## config.mk

```make
export PLATFORM = sky130hd
export DESIGN_NAME = crossbar_sched
export DESIGN_NICKNAME = d
export VERILOG_FILES = /design/src/rtl/crossbar_sched.sv
export SDC_FILE = /design/constraint.sdc
export NUM_CORES = 1
export LEC_CHECK = 0
export CAP_MARGIN = 15
export CELL_PAD_IN_SITES_DETAIL_PLACEMENT = 1
export CELL_PAD_IN_SITES_GLOBAL_PLACEMENT = 2
export CORE_MARGIN = 2
export CORE_UTILIZATION = 21
export DETAILED_ROUTE_END_ITERATION = 8
export GPL_ROUTABILITY_DRIVEN = 0
export GPL_TIMING_DRIVEN = 1
export PLACE_DENSITY = 0.86
export SYNTH_ARGS = -nofsm -noshare
export SYNTH_HDL_FRONTEND = slang
export SYNTH_SLANG_ARGS = --single-unit
```

## constraint.sdc

```tcl
create_clock -name clk -period 1.7 [get_ports clk]
set_input_delay 0.255 -clock clk [delete_from_list [all_inputs] [get_ports clk]]
set_output_delay 0.255 -clock clk [all_outputs]
set_load 0.01 [all_outputs]
```

## src/rtl/crossbar_sched.sv

```systemverilog
// rtl/crossbar_sched.sv - round-robin burst scheduler driving a crossbar control word
//
// Purpose: arbitrates N_INPUTS requesters round-robin, presents the winner and
// its destination to the crossbar as a control word (valid/ready handshake),
// then counts BURST_LEN beats before releasing the grant.
//
// Optional feature macro: CROSSBAR_SCHED_TIMEOUT_EN
//   defined   - a burst with TIMEOUT consecutive idle cycles is aborted
//   undefined - bursts wait for beats indefinitely, abort is held at 0
//
// Ports:
//   clk          in   clock, rising edge
//   reset        in   synchronous reset, active high
//   req_val      in   [0:N_INPUTS-1] per-requester burst request
//   req_dest     in   per-requester destination, requester 0 in the MSBs
//   control      out  crossbar control word {winner, dest, zeros}
//   control_val  out  control word valid
//   control_rdy  in   crossbar accepts control word
//   beat_fire    in   one beat moved on the granted path
//   grant_val    out  burst in progress (CFG or XFER)
//   grant_id     out  current winner
//   done         out  one-cycle pulse on burst completion
//   abort        out  one-cycle pulse on timeout abort

module crossbar_sched #(
  parameter int N_INPUTS          = 2,
  parameter int N_OUTPUTS         = 2,
  parameter int CONTROL_BIT_WIDTH = 42,
  parameter int BURST_LEN         = 4,
  parameter int TIMEOUT           = 16
) (
  input  logic                                   clk,
  input  logic                                   reset,
  input  logic [0:N_INPUTS-1]                    req_val,
  input  logic [N_INPUTS*$clog2(N_OUTPUTS)-1:0]  req_dest,
  output logic [CONTROL_BIT_WIDTH-1:0]           control,
  output logic                                   control_val,
  input  logic                                   control_rdy,
  input  logic                                   beat_fire,
  output logic                                   grant_val,
  output logic [$clog2(N_INPUTS)-1:0]            grant_id,
  output logic                                   done,
  output logic                                   abort
);

  localparam int IW  = $clog2(N_INPUTS);
  localparam int OW  = $clog2(N_OUTPUTS);
  localparam int CBW = CONTROL_BIT_WIDTH;

  localparam logic [7:0]    LP_BURST = 8'(BURST_LEN);
  localparam logic [IW-1:0] LP_LAST  = IW'(N_INPUTS - 1);

`ifdef CROSSBAR_SCHED_TIMEOUT_EN
  localparam int            TW         = $clog2(TIMEOUT + 1);
  localparam logic [TW-1:0] LP_TO_LAST = TW'(TIMEOUT - 1);
`endif

  typedef enum logic [1:0] {
    S_IDLE = 2'd0,
    S_CFG  = 2'd1,
    S_XFER = 2'd2
  } state_t;

  state_t            r_state;
  logic [IW-1:0]     r_rr_ptr;
  logic [IW-1:0]     r_winner;
  logic [7:0]        r_beat_cnt;
  logic [CBW-1:0]    r_control;
  logic              r_control_val;
  logic              r_grant_val;
  logic [IW-1:0]     r_grant_id;
  logic              r_done;
  logic              r_abort;
`ifdef CROSSBAR_SCHED_TIMEOUT_EN
  logic [TW-1:0]     r_to_cnt;
`endif

  logic              w_found;
  logic [IW-1:0]     w_idx;
  logic [IW-1:0]     w_winner;
  logic [OW-1:0]     w_dest;
  logic [CBW-1:0]    w_control;
  logic [IW-1:0]     w_rr_next;
  logic [7:0]        w_beat_next;

  // Round-robin scan starting at r_rr_ptr; first asserted requester wins.
  always_comb begin
    w_found  = 1'b0;
    w_idx    = '0;
    w_winner = '0;
    for (int k = 0; k < N_INPUTS; k++) begin
      w_idx = IW'((int'(r_rr_ptr) + k) % N_INPUTS);
      if (!w_found && req_val[w_idx]) begin
        w_found  = 1'b1;
        w_winner = w_idx;
      end
    end
  end

  // Destination field of the winner; requester 0 occupies the top slice.
  always_comb begin
    w_dest = '0;
    for (int i = 0; i < N_INPUTS; i++) begin
      if (w_winner == IW'(i)) begin
        w_dest = req_dest[(N_INPUTS-1-i)*OW +: OW];
      end
    end
  end

  always_comb begin
    w_control                    = '0;
    w_control[CBW-1 -: IW]       = w_winner;
    w_control[CBW-1-IW -: OW]    = w_dest;
  end

  assign w_rr_next   = (r_winner == LP_LAST) ? '0 : r_winner + 1'b1;
  assign w_beat_next = r_beat_cnt + 8'd1;

  always_ff @(posedge clk) begin
    if (reset) begin
      r_state       <= S_IDLE;
      r_rr_ptr      <= '0;
      r_winner      <= '0;
      r_beat_cnt    <= '0;
      r_control     <= '0;
      r_control_val <= 1'b0;
      r_grant_val   <= 1'b0;
      r_grant_id    <= '0;
      r_done        <= 1'b0;
      r_abort       <= 1'b0;
`ifdef CROSSBAR_SCHED_TIMEOUT_EN
      r_to_cnt      <= '0;
`endif
    end else begin
      r_done  <= 1'b0;
      r_abort <= 1'b0;
      case (r_state)
        S_IDLE: begin
          if (w_found) begin
            r_winner      <= w_winner;
            r_control     <= w_control;
            r_control_val <= 1'b1;
            r_grant_val   <= 1'b1;
            r_grant_id    <= w_winner;
            r_state       <= S_CFG;
          end
        end
        S_CFG: begin
          // Word stays frozen until the crossbar takes it.
          if (control_rdy) begin
            r_control_val <= 1'b0;
            r_control     <= '0;
            r_beat_cnt    <= '0;
`ifdef CROSSBAR_SCHED_TIMEOUT_EN
            r_to_cnt      <= '0;
`endif
            r_state       <= S_XFER;
          end
        end
        S_XFER: begin
          if (beat_fire) begin
            r_beat_cnt <= w_beat_next;
`ifdef CROSSBAR_SCHED_TIMEOUT_EN
            r_to_cnt   <= '0;
`endif
            if (w_beat_next == LP_BURST) begin
              r_done      <= 1'b1;
              r_grant_val <= 1'b0;
              r_grant_id  <= '0;
              r_rr_ptr    <= w_rr_next;
              r_state     <= S_IDLE;
            end
          end
`ifdef CROSSBAR_SCHED_TIMEOUT_EN
          else if (r_to_cnt == LP_TO_LAST) begin
            r_abort     <= 1'b1;
            r_grant_val <= 1'b0;
            r_grant_id  <= '0;
            r_rr_ptr    <= w_rr_next;
            r_state     <= S_IDLE;
          end else begin
            r_to_cnt <= r_to_cnt + 1'b1;
          end
`endif
        end
        default: r_state <= S_IDLE;
      endcase
    end
  end

  assign control     = r_control;
  assign control_val = r_control_val;
  assign grant_val   = r_grant_val;
  assign grant_id    = r_grant_id;
  assign done        = r_done;
  assign abort       = r_abort;

endmodule

```

# Word level (Yosys, flattened, before mapping)
# Cells that the tools add are included.
# Widths: inputs -> output; s select.
[totals]
regBits = 58
in_bits = 8
output_inout_bits = 47
word_cells = 70
[op_classes]
add_sub_neg = 3
order_cmp = 2
n_eq_ne = 7
mux = 32
n_bitwise = 4
n_reduce_logical = 13
[ops]
columns = ["operator", "n"]
rows = [
  ["$mux 42", 2],
  ["$pmux 42 s2", 1],
  ["$mux 1", 18],
  ["$mux 8", 2],
  ["$pmux 8 s2", 1],
  ["$reduce_and 3->1", 3],
  ["$add 8x1->8 const B", 1],
  ["$eq 8x3->1 const B", 1],
  ["$mux 2", 4],
  ["$ne 2x2->1 const B", 4],
  ["$reduce_and 4->1", 2],
  ["$pmux 1 s2", 3],
  ["$pmux 2 s3", 1],
  ["$reduce_bool 2->1", 3],
  ["$ge 2x2->1 const B", 2],
  ["$not 1->2", 2],
  ["$reduce_or 3->1", 1],
  ["$add 1x1->1 const B", 2],
  ["$eq 2x1->1 const B", 1],
  ["$eq 2x2->1 const B", 1],
  ["$logic_not 2->1", 1],
  ["$not 1->1", 2],
  ["$reduce_and 2->1", 1],
  ["$logic_and 1x1->1", 1],
  ["$logic_not 1->1", 1],
]

# Logic depth before layout (Yosys ltp)
[logic_depth]
ltp_word = 11
ltp_mapped = 5

# Least setup slack after synthesis
# Ideal clock, no wire load.
[synth_timing]
path_kind = "flip-flop to flip-flop"
startpoint = "register r_beat_cnt[0]"
endpoint = "register r_rr_ptr"
arrival_time_ps = 1775
path_slack_ps = -195
stages_incl_launch_ff = 6
path_buffers = 0
path_cell_list = "dfxtp_1 -> ha_1 -> nand2_1 -> or4_4 -> a21oi_1 -> mux2_2"
[synth_via]
elab_chain_cells = 3
[synth_lines]
columns = ["item", "line", "rtl"]
rows = [
  ["from (decl)", "67", "logic [7:0] r_beat_cnt;"],
  ["from (signal assigned)", "162", "r_beat_cnt <= w_beat_next;"],
  ["$add 8x1->8", "117", "assign w_beat_next = r_beat_cnt + 8'd1;"],
  ["$eq 8x3->1", "166", "if (w_beat_next == LP_BURST) begin"],
  ["$reduce_and 3->1 (no line)", "--", ""],
  ["to (signal assigned)", "170", "r_rr_ptr <= w_rr_next;"],
  ["to (decl)", "65", "logic [IW-1:0] r_rr_ptr;"],
]
# Every way passes these cells.
# A chain may end at the register's enable or synchronous reset.

# Worst setup path in the final report
[layout_timing]
startpoint = "register r_beat_cnt[1]"
endpoint = "register r_grant_val, in the netlist grant_val"
[layout_via]
elab_chain_cells = 4
[layout_lines]
columns = ["item", "line", "rtl"]
rows = [
  ["$add 8x1->8", "117", ""],
  ["$eq 8x3->1", "166", ""],
  ["$ne 2x2->1 (no line)", "--", ""],
  ["$reduce_and 4->1 (no line)", "--", ""],
  ["to (signal assigned)", "127", "r_grant_val <= 1'b0;"],
  ["to (signal assigned)", "143", "r_grant_val <= 1'b1;"],
  ["to (signal assigned)", "168", "r_grant_val <= 1'b0;"],
  ["to (decl)", "70", "logic r_grant_val;"],
]
# Every way passes these cells.

==> run metrics <==
die width=82.3 µm; Warnings, synthesis=0; initial antenna violation count=0; Initial Util=21.7%; Fin. Hold Viols=0; Routed Antenna Nets=0; Via-to-Cell Ratio=4.14; final wirelength=3160 µm; number of global-route vias before repair=1054; Post-Layout Inst Area=0.00165 mm²; core area=0.00592 mm²; Crit path arrival time=1850 ps; CTS tree=yes; Hold WC Path Type=register to register; # Max-Cap Violations=0; worst flop-to-flop path endpoint=grant_val$_SDFFE_PP0P_; CP max FO=4; layout cell share with drive strength beyond 1=27.3%; Yosys top cell area share=28.0%; ant diodes=0; Critical R2R Launch=r_beat_cnt[1]$_SDFFE_PP0P_; Main synth FF type=dfxtp_1; post-layout util=27.8%; chip height=82.3 µm; Initial DRC Count=47; # clock sinks=18; commonest non-fill, non-tap cells in the layout=41 x conb_1, 29 x buf_4, 14 x dfxtp_1; P_leak=0.690 nW; H-Tree Level Count=1; Seq/Total Area, Yosys=28.0%; Avg WL per Cell=11.6 µm; worst vdd ir=about 330 µV; Worst R2R Setup Slack=30 ps; die area=0.00677 mm²; CP Capture Point=grant_val$_SDFFE_PP0P_; first-pass GRT wire length=5020 µm; Max Slew Vio Count=0; mapped cell area=0.00129 mm²; top cells by area, synth=dfxtp_1 28%, buf_4 24%, a21oi_1 4.7%, nor2_1 3.2%, mux2_2 2.6%; PD cells=579 mW/mm²; critical path class=register to register; WHS=472 ps; final period utilization=98.0%; GRT overflow=0; CTS max path bufs=2; EDFF count, synth=0; nets@finish=209; status=finished, final reports clean; syn avg cell area=8.05 µm²; Final setup viols=0; Placed Instance Area=0.00155 mm²; Achievable Freq=600 MHz; largest net degree at the start of global routing=11; area leader, netlist=dfxtp_1; Worst EP required=1880 ps; drt pass-1 iters=4; I/O Pins=55; RSZ-0062 raised after global routing=yes; DRC viols=0; hpwl dp=2520 µm; leading cell type in the layout, fill and taps excluded=conb_1; Worst-path clk slew=70 ps; CP endpoint kind=register; Worst Setup Start Kind=register; synthesized flop and latch total=18; Mapped Cells=between 150 and 200; Setup TNS Final=0 ps; clk_lat worst skew=between 200 and 300 ps; Tot Pwr=0.953 mW; ys async rst share=0%; Worst Clk Skew=roughly 2.7 ps; Rows=28; # port buffers=13; TritonCTS buffer count=3; Final min period=1670 ps; clk root buf=clkbuf_8; area added between synthesis and finish=27.9%; R2R cell count=4; Cell variety after synth=between 40 and 50; total global-route track usage=9.57%; Worst Setup SP=r_beat_cnt[1]$_SDFFE_PP0P_; via count=1131
==> logic make-up after synthesis <==
family	after synthesis	synth area share [%]
DFF	18	28.0
adders and majority gates	1	0.972
AOI/OAI and AO/OA	35	18.9
and+or+nand+nor	52	22.7
buffers and inverters	50	26.5
other	1	0.291
muxes	3	2.62
==> stage by stage <==
stage                     setup WS (ps)  std cells
after CTS                          10.0        271
after floorplan                    25.8        200
after global placement            -79.1        267
after detailed placement           -146        267
after global routing              -17.0        273
final                              34.4        273
==> final cells by class <==
cell class,instances,area [µm²]
well taps,75,93.8
multi-input cells,132,782
flip-flops and latches,18,370
repair buffers,42,348
fillers,711,4270
clock buffers,3,41.3
inverters,3,11.3
==> synth_stat cells, types with 3 or more instances <==
library cell and number:
buf_4 41, dfxtp_1 18, a21oi_1 12, nor2_1 11
nand2_1 7, clkbuf_1 6, nand3_1 6, o21ai_0 6
nor2b_1 4, inv_1 3, mux2_2 3, nand2b_1 3
nand3b_1 3, nor3_1 3, or3_1 3
==> power by group <==
| part | internal, mW | total, mW | switching (mW) |
|---|---|---|---|
| Combinational | 0.0860 | 0.199 | 0.113 |
| Sequential | 0.436 | 0.451 | 0.0154 |
| Clock | 0.158 | 0.302 | 0.145 |
| Total | 0.679 | 0.953 | 0.273 |
==> worst min path at each step <==
stage	start	end	cells after the start
global route	grant_val$_SDFFE_PP0P_	grant_val$_SDFFE_PP0P_	2
floorplan	control_rdy	r_state[0]$_SDFFE_PP0P_	1
finish	grant_val$_SDFFE_PP0P_	grant_val$_SDFFE_PP0P_	2
detailed placement	grant_val$_SDFFE_PP0P_	grant_val$_SDFFE_PP0P_	2
CTS	grant_val$_SDFFE_PP0P_	grant_val$_SDFFE_PP0P_	2
global placement	grant_val$_SDFFE_PP0P_	grant_val$_SDFFE_PP0P_	2
==> metal layers <==
metal	part of all wire [%]	wire [µm]	global-route usage, %	up-vias
li1	-	-	-	559
met1	45	1420	12.8	533
met2	49	1540	15.8	37
met3	5.7	180	2.28	2
met4	0.63	20	1.67	0
met5	0	0	0	-
==> critical path: stages (launching register included) <==
cell	delay [ps]
dfxtp_4	360
and2_4	160
or4_4	550
a311o_1	350
a211oi_2	170
==> what timing repair did <==
action	4_1_cts	5_1_grt
buffers inserted	1	2
endpoints found under the setup margin	2	3
hold buffers	0	0
resized for setup	4	6
cloned	0	0
pin swaps	0	6
==> registers in the layout, indices dropped and copies added, names as in the netlist <==
register	cells
control	2
control_val	1
done	1
grant_id	1
grant_val	1
r_beat_cnt	8
r_rr_ptr	1
r_state	2
r_winner	1
Note: power is estimated with default switching activity, not from simulation.
